## src/rtl/data_mem_responder.sv

```systemverilog
// ---------------------------------------------------------------------------
// data_mem_responder
//
// Data memory and self-check responder for the M stage of the pipelined
// RISC-V core. Performs byte, halfword and word stores and loads with a
// one-cycle registered read latency. It also runs a small RUN/PASS/FAIL
// state machine that reports the end of a directed test program.
//
// Ports:
//   clk            rising-edge clock
//   reset          synchronous, active-high reset (clears memory and state)
//   mem_write_m    store request this cycle
//   mem_read_m     load request this cycle
//   funct3_m       access size/sign: 000 b, 001 h, 010 w, 100 bu, 101 hu
//   data_address_m byte address
//   store_data_m   right-aligned store data
//   read_data_w    load result, valid the cycle after the request
//   access_err     sticky flag: misaligned, out-of-range or bad funct3 seen
//   store_count    number of performed stores, saturating at 16'hFFFF
//   done           run finished (PASS or FAIL)
//   pass           run finished successfully
//
// Request semantics: there is no back-pressure. A request is taken on the
// rising edge on which mem_write_m / mem_read_m is high and reset is low;
// a load answers on read_data_w right after that edge and the value is held
// until the next load.
// ---------------------------------------------------------------------------
module data_mem_responder #(
    parameter int          DEPTH_WORDS  = 64,
    parameter logic [31:0] PASS_ADDR    = 32'd100,
    parameter logic [31:0] PASS_DATA    = 32'd25,
    parameter logic [31:0] SCRATCH_ADDR = 32'd96
) (
    input  logic        clk,
    input  logic        reset,
    input  logic        mem_write_m,
    input  logic        mem_read_m,
    input  logic [2:0]  funct3_m,
    input  logic [31:0] data_address_m,
    input  logic [31:0] store_data_m,
    output logic [31:0] read_data_w,
    output logic        access_err,
    output logic [15:0] store_count,
    output logic        done,
    output logic        pass
);

    localparam int          AW        = $clog2(DEPTH_WORDS);
    localparam logic [31:0] MEM_BYTES = 32'(DEPTH_WORDS * 4);

    // Stores are classified by the word they touch, so sub-word stores into
    // the scratch word (e.g. sb to 97) are tolerated, while any sb/sh into
    // the pass word counts as a failing pass attempt.
    localparam logic [29:0] PASS_WORD    = PASS_ADDR[31:2];
    localparam logic [29:0] SCRATCH_WORD = SCRATCH_ADDR[31:2];

    typedef enum logic [1:0] {
        ST_RUN  = 2'd0,
        ST_PASS = 2'd1,
        ST_FAIL = 2'd2
    } state_t;

    state_t state;
    state_t state_next;

    logic [31:0] mem [DEPTH_WORDS];

    // ------------------------------------------------------------------
    // Access decode
    // ------------------------------------------------------------------
    logic [AW-1:0] word_idx;
    logic [1:0]    size;
    logic          out_of_range;
    logic          misaligned;
    logic          store_f3_ok;
    logic          load_f3_ok;
    logic          store_legal;
    logic          load_legal;

    assign word_idx = data_address_m[AW+1:2];
    assign size     = funct3_m[1:0];

    always_comb begin
        out_of_range = (data_address_m >= MEM_BYTES);
        misaligned   = ((size == 2'b01) && data_address_m[0]) ||
                       ((size == 2'b10) && (data_address_m[1:0] != 2'b00));
        // Stores only have signed-size encodings; loads reject 011/110/111.
        store_f3_ok  = !funct3_m[2] && (size != 2'b11);
        load_f3_ok   = (size != 2'b11) && (funct3_m != 3'b110);
        store_legal  = store_f3_ok && !out_of_range && !misaligned;
        load_legal   = load_f3_ok && !out_of_range && !misaligned;
    end

    // ------------------------------------------------------------------
    // Load data path: word read before any same-cycle store lands, so a
    // simultaneous load of the stored word sees the old contents.
    // ------------------------------------------------------------------
    logic [31:0] cur_word;
    logic [7:0]  ld_byte;
    logic [15:0] ld_half;
    logic [31:0] ld_value;

    assign cur_word = mem[word_idx];

    always_comb begin
        ld_byte  = 8'h00;
        ld_half  = 16'h0000;
        ld_value = 32'h0000_0000;
        case (data_address_m[1:0])
            2'd0:    ld_byte = cur_word[7:0];
            2'd1:    ld_byte = cur_word[15:8];
            2'd2:    ld_byte = cur_word[23:16];
            default: ld_byte = cur_word[31:24];
        endcase
        ld_half = data_address_m[1] ? cur_word[31:16] : cur_word[15:0];
        case (funct3_m)
            3'b000:  ld_value = {{24{ld_byte[7]}}, ld_byte};
            3'b001:  ld_value = {{16{ld_half[15]}}, ld_half};
            3'b010:  ld_value = cur_word;
            3'b100:  ld_value = {24'h00_0000, ld_byte};
            3'b101:  ld_value = {16'h0000, ld_half};
            default: ld_value = 32'h0000_0000;
        endcase
    end

    // ------------------------------------------------------------------
    // Store data path: replicate the right-aligned data over all lanes and
    // let the byte enables pick which lanes replace the current word.
    // ------------------------------------------------------------------
    logic [3:0]  byte_en;
    logic [31:0] wr_lanes;
    logic [31:0] merged_word;

    always_comb begin
        byte_en     = 4'b0000;
        wr_lanes    = store_data_m;
        merged_word = cur_word;
        case (size)
            2'b00: begin
                byte_en  = 4'b0001 << data_address_m[1:0];
                wr_lanes = {4{store_data_m[7:0]}};
            end
            2'b01: begin
                byte_en  = data_address_m[1] ? 4'b1100 : 4'b0011;
                wr_lanes = {2{store_data_m[15:0]}};
            end
            2'b10: begin
                byte_en  = 4'b1111;
                wr_lanes = store_data_m;
            end
            default: begin
                byte_en  = 4'b0000;
                wr_lanes = store_data_m;
            end
        endcase
        for (int b = 0; b < 4; b++) begin
            if (byte_en[b]) begin
                merged_word[8*b +: 8] = wr_lanes[8*b +: 8];
            end
        end
    end

    // ------------------------------------------------------------------
    // Memory, load register, error flag and store counter
    // ------------------------------------------------------------------
    always_ff @(posedge clk) begin
        if (reset) begin
            for (int i = 0; i < DEPTH_WORDS; i++) begin
                mem[i] <= 32'h0000_0000;
            end
            read_data_w <= 32'h0000_0000;
            access_err  <= 1'b0;
            store_count <= 16'h0000;
        end else begin
            if (mem_read_m) begin
                if (load_legal) begin
                    read_data_w <= ld_value;
                end else begin
                    read_data_w <= 32'h0000_0000;
                    access_err  <= 1'b1;
                end
            end
            if (mem_write_m) begin
                if (store_legal) begin
                    mem[word_idx] <= merged_word;
                    if (store_count != 16'hFFFF) begin
                        store_count <= store_count + 16'd1;
                    end
                end else begin
                    access_err <= 1'b1;
                end
            end
        end
    end

    // ------------------------------------------------------------------
    // Pass/fail state machine
    // ------------------------------------------------------------------
    always_ff @(posedge clk) begin
        if (reset) begin
            state <= ST_RUN;
        end else begin
            state <= state_next;
        end
    end

    always_comb begin
        state_next = state;
        if ((state == ST_RUN) && mem_write_m) begin
            if (!store_legal) begin
                state_next = ST_FAIL;
            end else if (data_address_m[31:2] == PASS_WORD) begin
                // Only a full word of the expected value ends the run well.
                if ((size == 2'b10) && (store_data_m == PASS_DATA)) begin
                    state_next = ST_PASS;
                end else begin
                    state_next = ST_FAIL;
                end
            end else if (data_address_m[31:2] != SCRATCH_WORD) begin
                state_next = ST_FAIL;
            end
        end
    end

    // Decoded straight from the state register, so both change on the edge
    // that performs the deciding store.
    assign done = (state != ST_RUN);
    assign pass = (state == ST_PASS);

endmodule
```

## config.mk

```make
export PLATFORM = sky130hd
export DESIGN_NAME = data_mem_responder
export DESIGN_NICKNAME = d
export VERILOG_FILES = /design/src/rtl/data_mem_responder.sv
export SDC_FILE = /design/constraint.sdc
export NUM_CORES = 2
export LEC_CHECK = 0
export CAP_MARGIN = 10
export CORE_MARGIN = 2
export CORE_UTILIZATION = 35
export DETAILED_ROUTE_END_ITERATION = 8
export PLACE_DENSITY = 0.53
export SYNTH_ARGS = -nofsm -noshare
export SYNTH_HDL_FRONTEND = slang
export SYNTH_SLANG_ARGS = --single-unit
```

## constraint.sdc

```tcl
create_clock -name clk -period 4.19 [get_ports clk]
set_input_delay 0.6285 -clock clk [delete_from_list [all_inputs] [get_ports clk]]
set_output_delay 0.6285 -clock clk [all_outputs]
set_load 0.02 [all_outputs]
```

# After elaboration in Yosys (flattened, before gate mapping)
# Memories as Yosys holds them, arrays and structs flattened.
# Index checks and enable logic that the tools add are counted.
dict set report word_totals {
  reg_bits 51
  ramBits 2048
  inputBits 71
  wordCells 75
  n_memories 1
}
dict set report op_classes {
  add_sub_neg 1
  magnitude_cmp 1
  eq_ne 16
  shifts 1
  muxes 28
  reduce_logical 23
}
# name depth word_bits read_ports rd_ports_with_merged_regs write_ports line
set memory_table {}
lappend memory_table {mem 64 32 1 0 64 66} ;# logic [31:0] mem [DEPTH_WORDS];
# op n
set ops {}
lappend ops {{$pmux W32 S5} 1}
lappend ops {{$mux W32} 2}
lappend ops {{$pmux W32 S2} 1}
lappend ops {{$eq A32 B5 Y1 const B} 1}
lappend ops {{$ge A32 B9 Y1 const B} 1}
lappend ops {{$mux W8} 4}
lappend ops {{$reduce_or A32 Y1} 1}
lappend ops {{$eq A30 B5 Y1 const B} 1}
lappend ops {{$ne A30 B5 Y1 const B} 1}
lappend ops {{$pmux W8 S3} 1}
lappend ops {{$add A16 B1 Y16 const B} 1}
lappend ops {{$mux W16} 1}
lappend ops {{$ne A16 B16 Y1 const B} 1}
lappend ops {{$pmux W4 S3} 1}
lappend ops {{$mux W1} 11}
lappend ops {{$logic_and A1 B1 Y1} 10}
lappend ops {{$mux W2} 4}
lappend ops {{$eq A2 B1 Y1 const B} 3}
lappend ops {{$eq A3 B3 Y1 const B} 2}
lappend ops {{$logic_not A2 Y1} 3}
lappend ops {{$mux W6} 1}
lappend ops {{$eq A2 B2 Y1 const B} 2}
lappend ops {{$mux W4} 1}
lappend ops {{$reduce_bool A2 Y1} 2}
lappend ops {{11 further kinds} 13}

# Logic depth before layout (Yosys ltp)
dict set report depth {
  ltp_word 11
  mapped_depth 15
}

# Worst setup path before layout
# Ideal clock, no wire load.
dict set report synth_timing {
  path_kind {input -> register}
  startpoint {input data_address_m[2]}
  endpoint {memory mem[44][0] (enable)}
  arrival_time_ns 3.205
  t_required_ns 3.796
  setup_slack_ns 0.591
  path_stages 9
  path_cell_list {buf_6 -> buf_6 -> buf_4 -> buf_4 -> buf_2 -> buf_2 -> nor3_1 -> nand2_1 -> nand2b_1}
}
# item line
set synth_rtl {}
lappend synth_rtl {{start, declared} 39} ;# input logic [31:0] data_address_m,
lappend synth_rtl {{end, declared} 66}

==> impl_metrics.ini <==
[pwr]
p_int_mw = 36.2
switchingPower_mw = 12.5
clkPwrFrac = 0.388
p_comb_frac = 0.123
swShare = 0.257
p_leak_nw = 39.0
power_mw = 48.7
p_per_area_nw_per_um2 = 444
peakVddDrop_v = 0.000512
pwr-share-seq = 0.489

[synthesis]
synth_common_cells = nor2_1 (2109), edfxtp_1 (2048), mux4_2 (466)
yosysTopAreaCellShare = 0.667
postSynthAreaPerCell_um2 = 14.6
syn_area_um2 = 92300
synthFlopType = edfxtp_1
synth-seq-cells = 2099
yosysMostFrequentCell = nor2_1
yosysWarningCount = 0
synth_largest_area_cell = edfxtp_1
synth_fp_nets = 6383
synthCells = 6311
synthDistinctLibCells = 74
yosys-top-cells-area = edfxtp_1 (67%), mux4_2 (11%), nor2_1 (8.6%), mux2i_1 (3.4%), buf_6 (1.4%)
ys_async_sr_fraction = 0
synth-edff-count = 2048
synth-seq-area-share = 0.678

[floorplanning]
die_y_um = 517
initial_core_util = 0.352
io_pins = 122
placementRows = 188
dieWidth_um = 517
die_area_um2 = 268000
coreArea_um2 = 262000

[global_routing]
grt_max_degree = 53
antenna_found_initial = 21
overflow = 0
track_usage = 0.245
grt_pass1_vias = 57400
grt_pass1_wl_mm = 457

[layout]
layout-drive-gt1-share = 0.236
stdcell_count = 10500
fill_cells = 23800
nets = 6870
fin_util = 0.418
area_growth_syn_to_layout_pct = 18.8

[placed_design]
hpwlAfterDp_mm = 218
dpl_worst_slack_ns = -0.419
gp_congestion = 0.989
portBuffers = 121
place_inst = 10100

[sta]
max_slew.worst_pin.slew_ns = 1.04
max_freq_mhz = 265
final-hold-violation-count = 0
max_slew_margin = 0.290
rsz0062_at_grt = false
fin_worst_skew_ns = 0.0638
layout_setup_ws_ns = 0.412
drv_slew = 0
setup_viol = 0
fin_crit_ns = 3.78
period_share = 0.902
setup-tns-final_ns = 0

[setup_path]
timing.rr.end = mem[57][2]$_SDFFCE_PN0P_
r2r-start = mem[51][2]$_SDFFCE_PN0P_
crit_cells = 13
path_delay_family = buffers and inverters
rr_worst_depth = 8
endpoint = mem[36][10]$_SDFFCE_PN0P_
crit_chain = buf_8 > buf_12 > buf_4 > buf_12 > mux4_2 > mux2i_1 > buf_4 > o22ai_1 > nor4_1 > buf_4 > mux2_4 > buf_12 > nor2_1
cp-startpoint = data_address_m[2]
cp_slowest_cell = mux4_2
critPathLaunchType = input port
cp.arrival_ns = 4.36
rrSetupSlack_ns = 0.84
crit_path_max_fanout = 24
cp-end-kind = register
path_class = in -> reg
cp.required_ns = 4.77
cp_slowest_stage_delay_ns = 0.53
critPathBufInv = 7

[route]
remaining_drc_errors = 0
vias = 58500
wire_per_inst_um = 31.3
first_iter_violations = 6935
wirelength_mm = 329
via_per_inst = 5.57
drtAntennaViolNets = 0
dr.pass1.iters = 6

[clock_network]
cts_resized = 0
clock_latency_ns = 0.91
ctsHtreeMaxLevel = 4
holdBufCountCts = 1
cts_num_sinks = 2099
cts_root_buffer = clkbuf_16
cts_buffers = 215
path_clk_slew_ns = 0.06
cts_tree = done
cts_buffer_depth = 3
post_cts_buffers = 0

[min_path]
min_path_type = reg -> reg

[status]
status = completed

[run]
cap_violations = 0
[kinds of logic after synthesis]
logic type | synth area share
AO/OA/AOI/OAI | 0.0228
XOR/XNOR | 0.00123
adder cells (fa/ha/maj) | 0.000136
multiplexers | 0.150
buffers and inverters | 0.0406
AND/OR/NAND/NOR | 0.107
flip-flops | 0.678
[power groups by stage]
stage	logic (mW)	registers (mW)	clock network, mW
after global routing	6.15	23.8	19.9
after global placement	5.94	24.2	0
after CTS	5.97	23.8	19.1
final	6.00	23.8	18.9
after floorplan	2.88	24.2	0
after detailed placement	5.95	24.2	0
[layer usage]
| layer | track usage | vias up | wire, um |
|---|---|---|---|
| met2 | 0.379 | 2804 | 150000 |
| met5 | 0 | - | 49 |
| met3 | 0.0549 | 630 | 29600 |
| met4 | 0.122 | 8 | 19200 |
| met1 | 0.325 | 30800 | 130000 |
| li1 | - | 24200 | - |
[stage by stage]
step                hold slack [ns]  area (um2)
global route                  0.459      110000
floorplan                     0.443       92300
detailed placement            0.442      103000
global placement              0.441      103000
finish                        0.452      110000
CTS                           0.451      110000
[final cells by class]
class / count / area [um2] / area share
Antenna cell: 9 / 22.5 / 0.000206
Clock buffer: 273 / 5690 / 0.0519
Clock inverter: 126 / 1130 / 0.0104
Inverter: 10 / 45.0 / 0.000411
Multi-Input combinational cell: 3593 / 26300 / 0.240
Sequential cell: 2099 / 62500 / 0.570
Tap cell: 3515 / 4400 / 0.0401
Timing Repair Buffer: 879 / 9450 / 0.0862
[cells in the final DEF, fill, tap and decap left out, types with 11 or more instances in the layout]
cell / n
a21oi_1: 29
a22oi_1: 29
buf_12: 204
buf_4: 555
bufinv_16: 13
clkbuf_1: 50
clkbuf_16: 216
clkdlybuf4s50_1: 115
clkinv_1: 61
clkinv_2: 30
dfxtp_1: 51
edfxtp_1: 2048
mux2_4: 11
mux2i_1: 310
mux4_2: 466
nand2_1: 157
nand2b_2: 64
nand3_1: 24
nor2_1: 2108
nor2b_1: 11
nor3_1: 16
nor4_1: 28
nor4_2: 13
o211ai_1: 29
o21ai_0: 24
o21ai_4: 15
o22ai_1: 123
[worst min-delay path, delay by kind of cell, from the launching register on]
kind,cells,cell delay (ns)
flops,1,0.31
simple gates,2,0.09
[registers in the layout (all words and copies together) (netlist names)]
name         flops
mem           2048
read_data_w     32
store_count     16
state            2
access_err       1
[worst min-delay path by stage]
stage,from,depth (start not counted),slack [ns],to
4_1_cts,read_data_w[0]$_SDFFE_PP0P_,2,0.45,read_data_w[0]$_SDFFE_PP0P_
5_1_grt,read_data_w[0]$_SDFFE_PP0P_,2,0.46,read_data_w[0]$_SDFFE_PP0P_
2_1_floorplan,state[0]$_SDFFE_PP0P_,2,0.44,state[0]$_SDFFE_PP0P_
6_report,read_data_w[1]$_SDFFE_PP0P_,2,0.45,read_data_w[1]$_SDFFE_PP0P_
3_5_place_dp,read_data_w[0]$_SDFFE_PP0P_,2,0.44,read_data_w[0]$_SDFFE_PP0P_
3_3_place_gp,read_data_w[0]$_SDFFE_PP0P_,2,0.44,read_data_w[0]$_SDFFE_PP0P_
No activity file was read; power rests on OpenSTA's default activity.
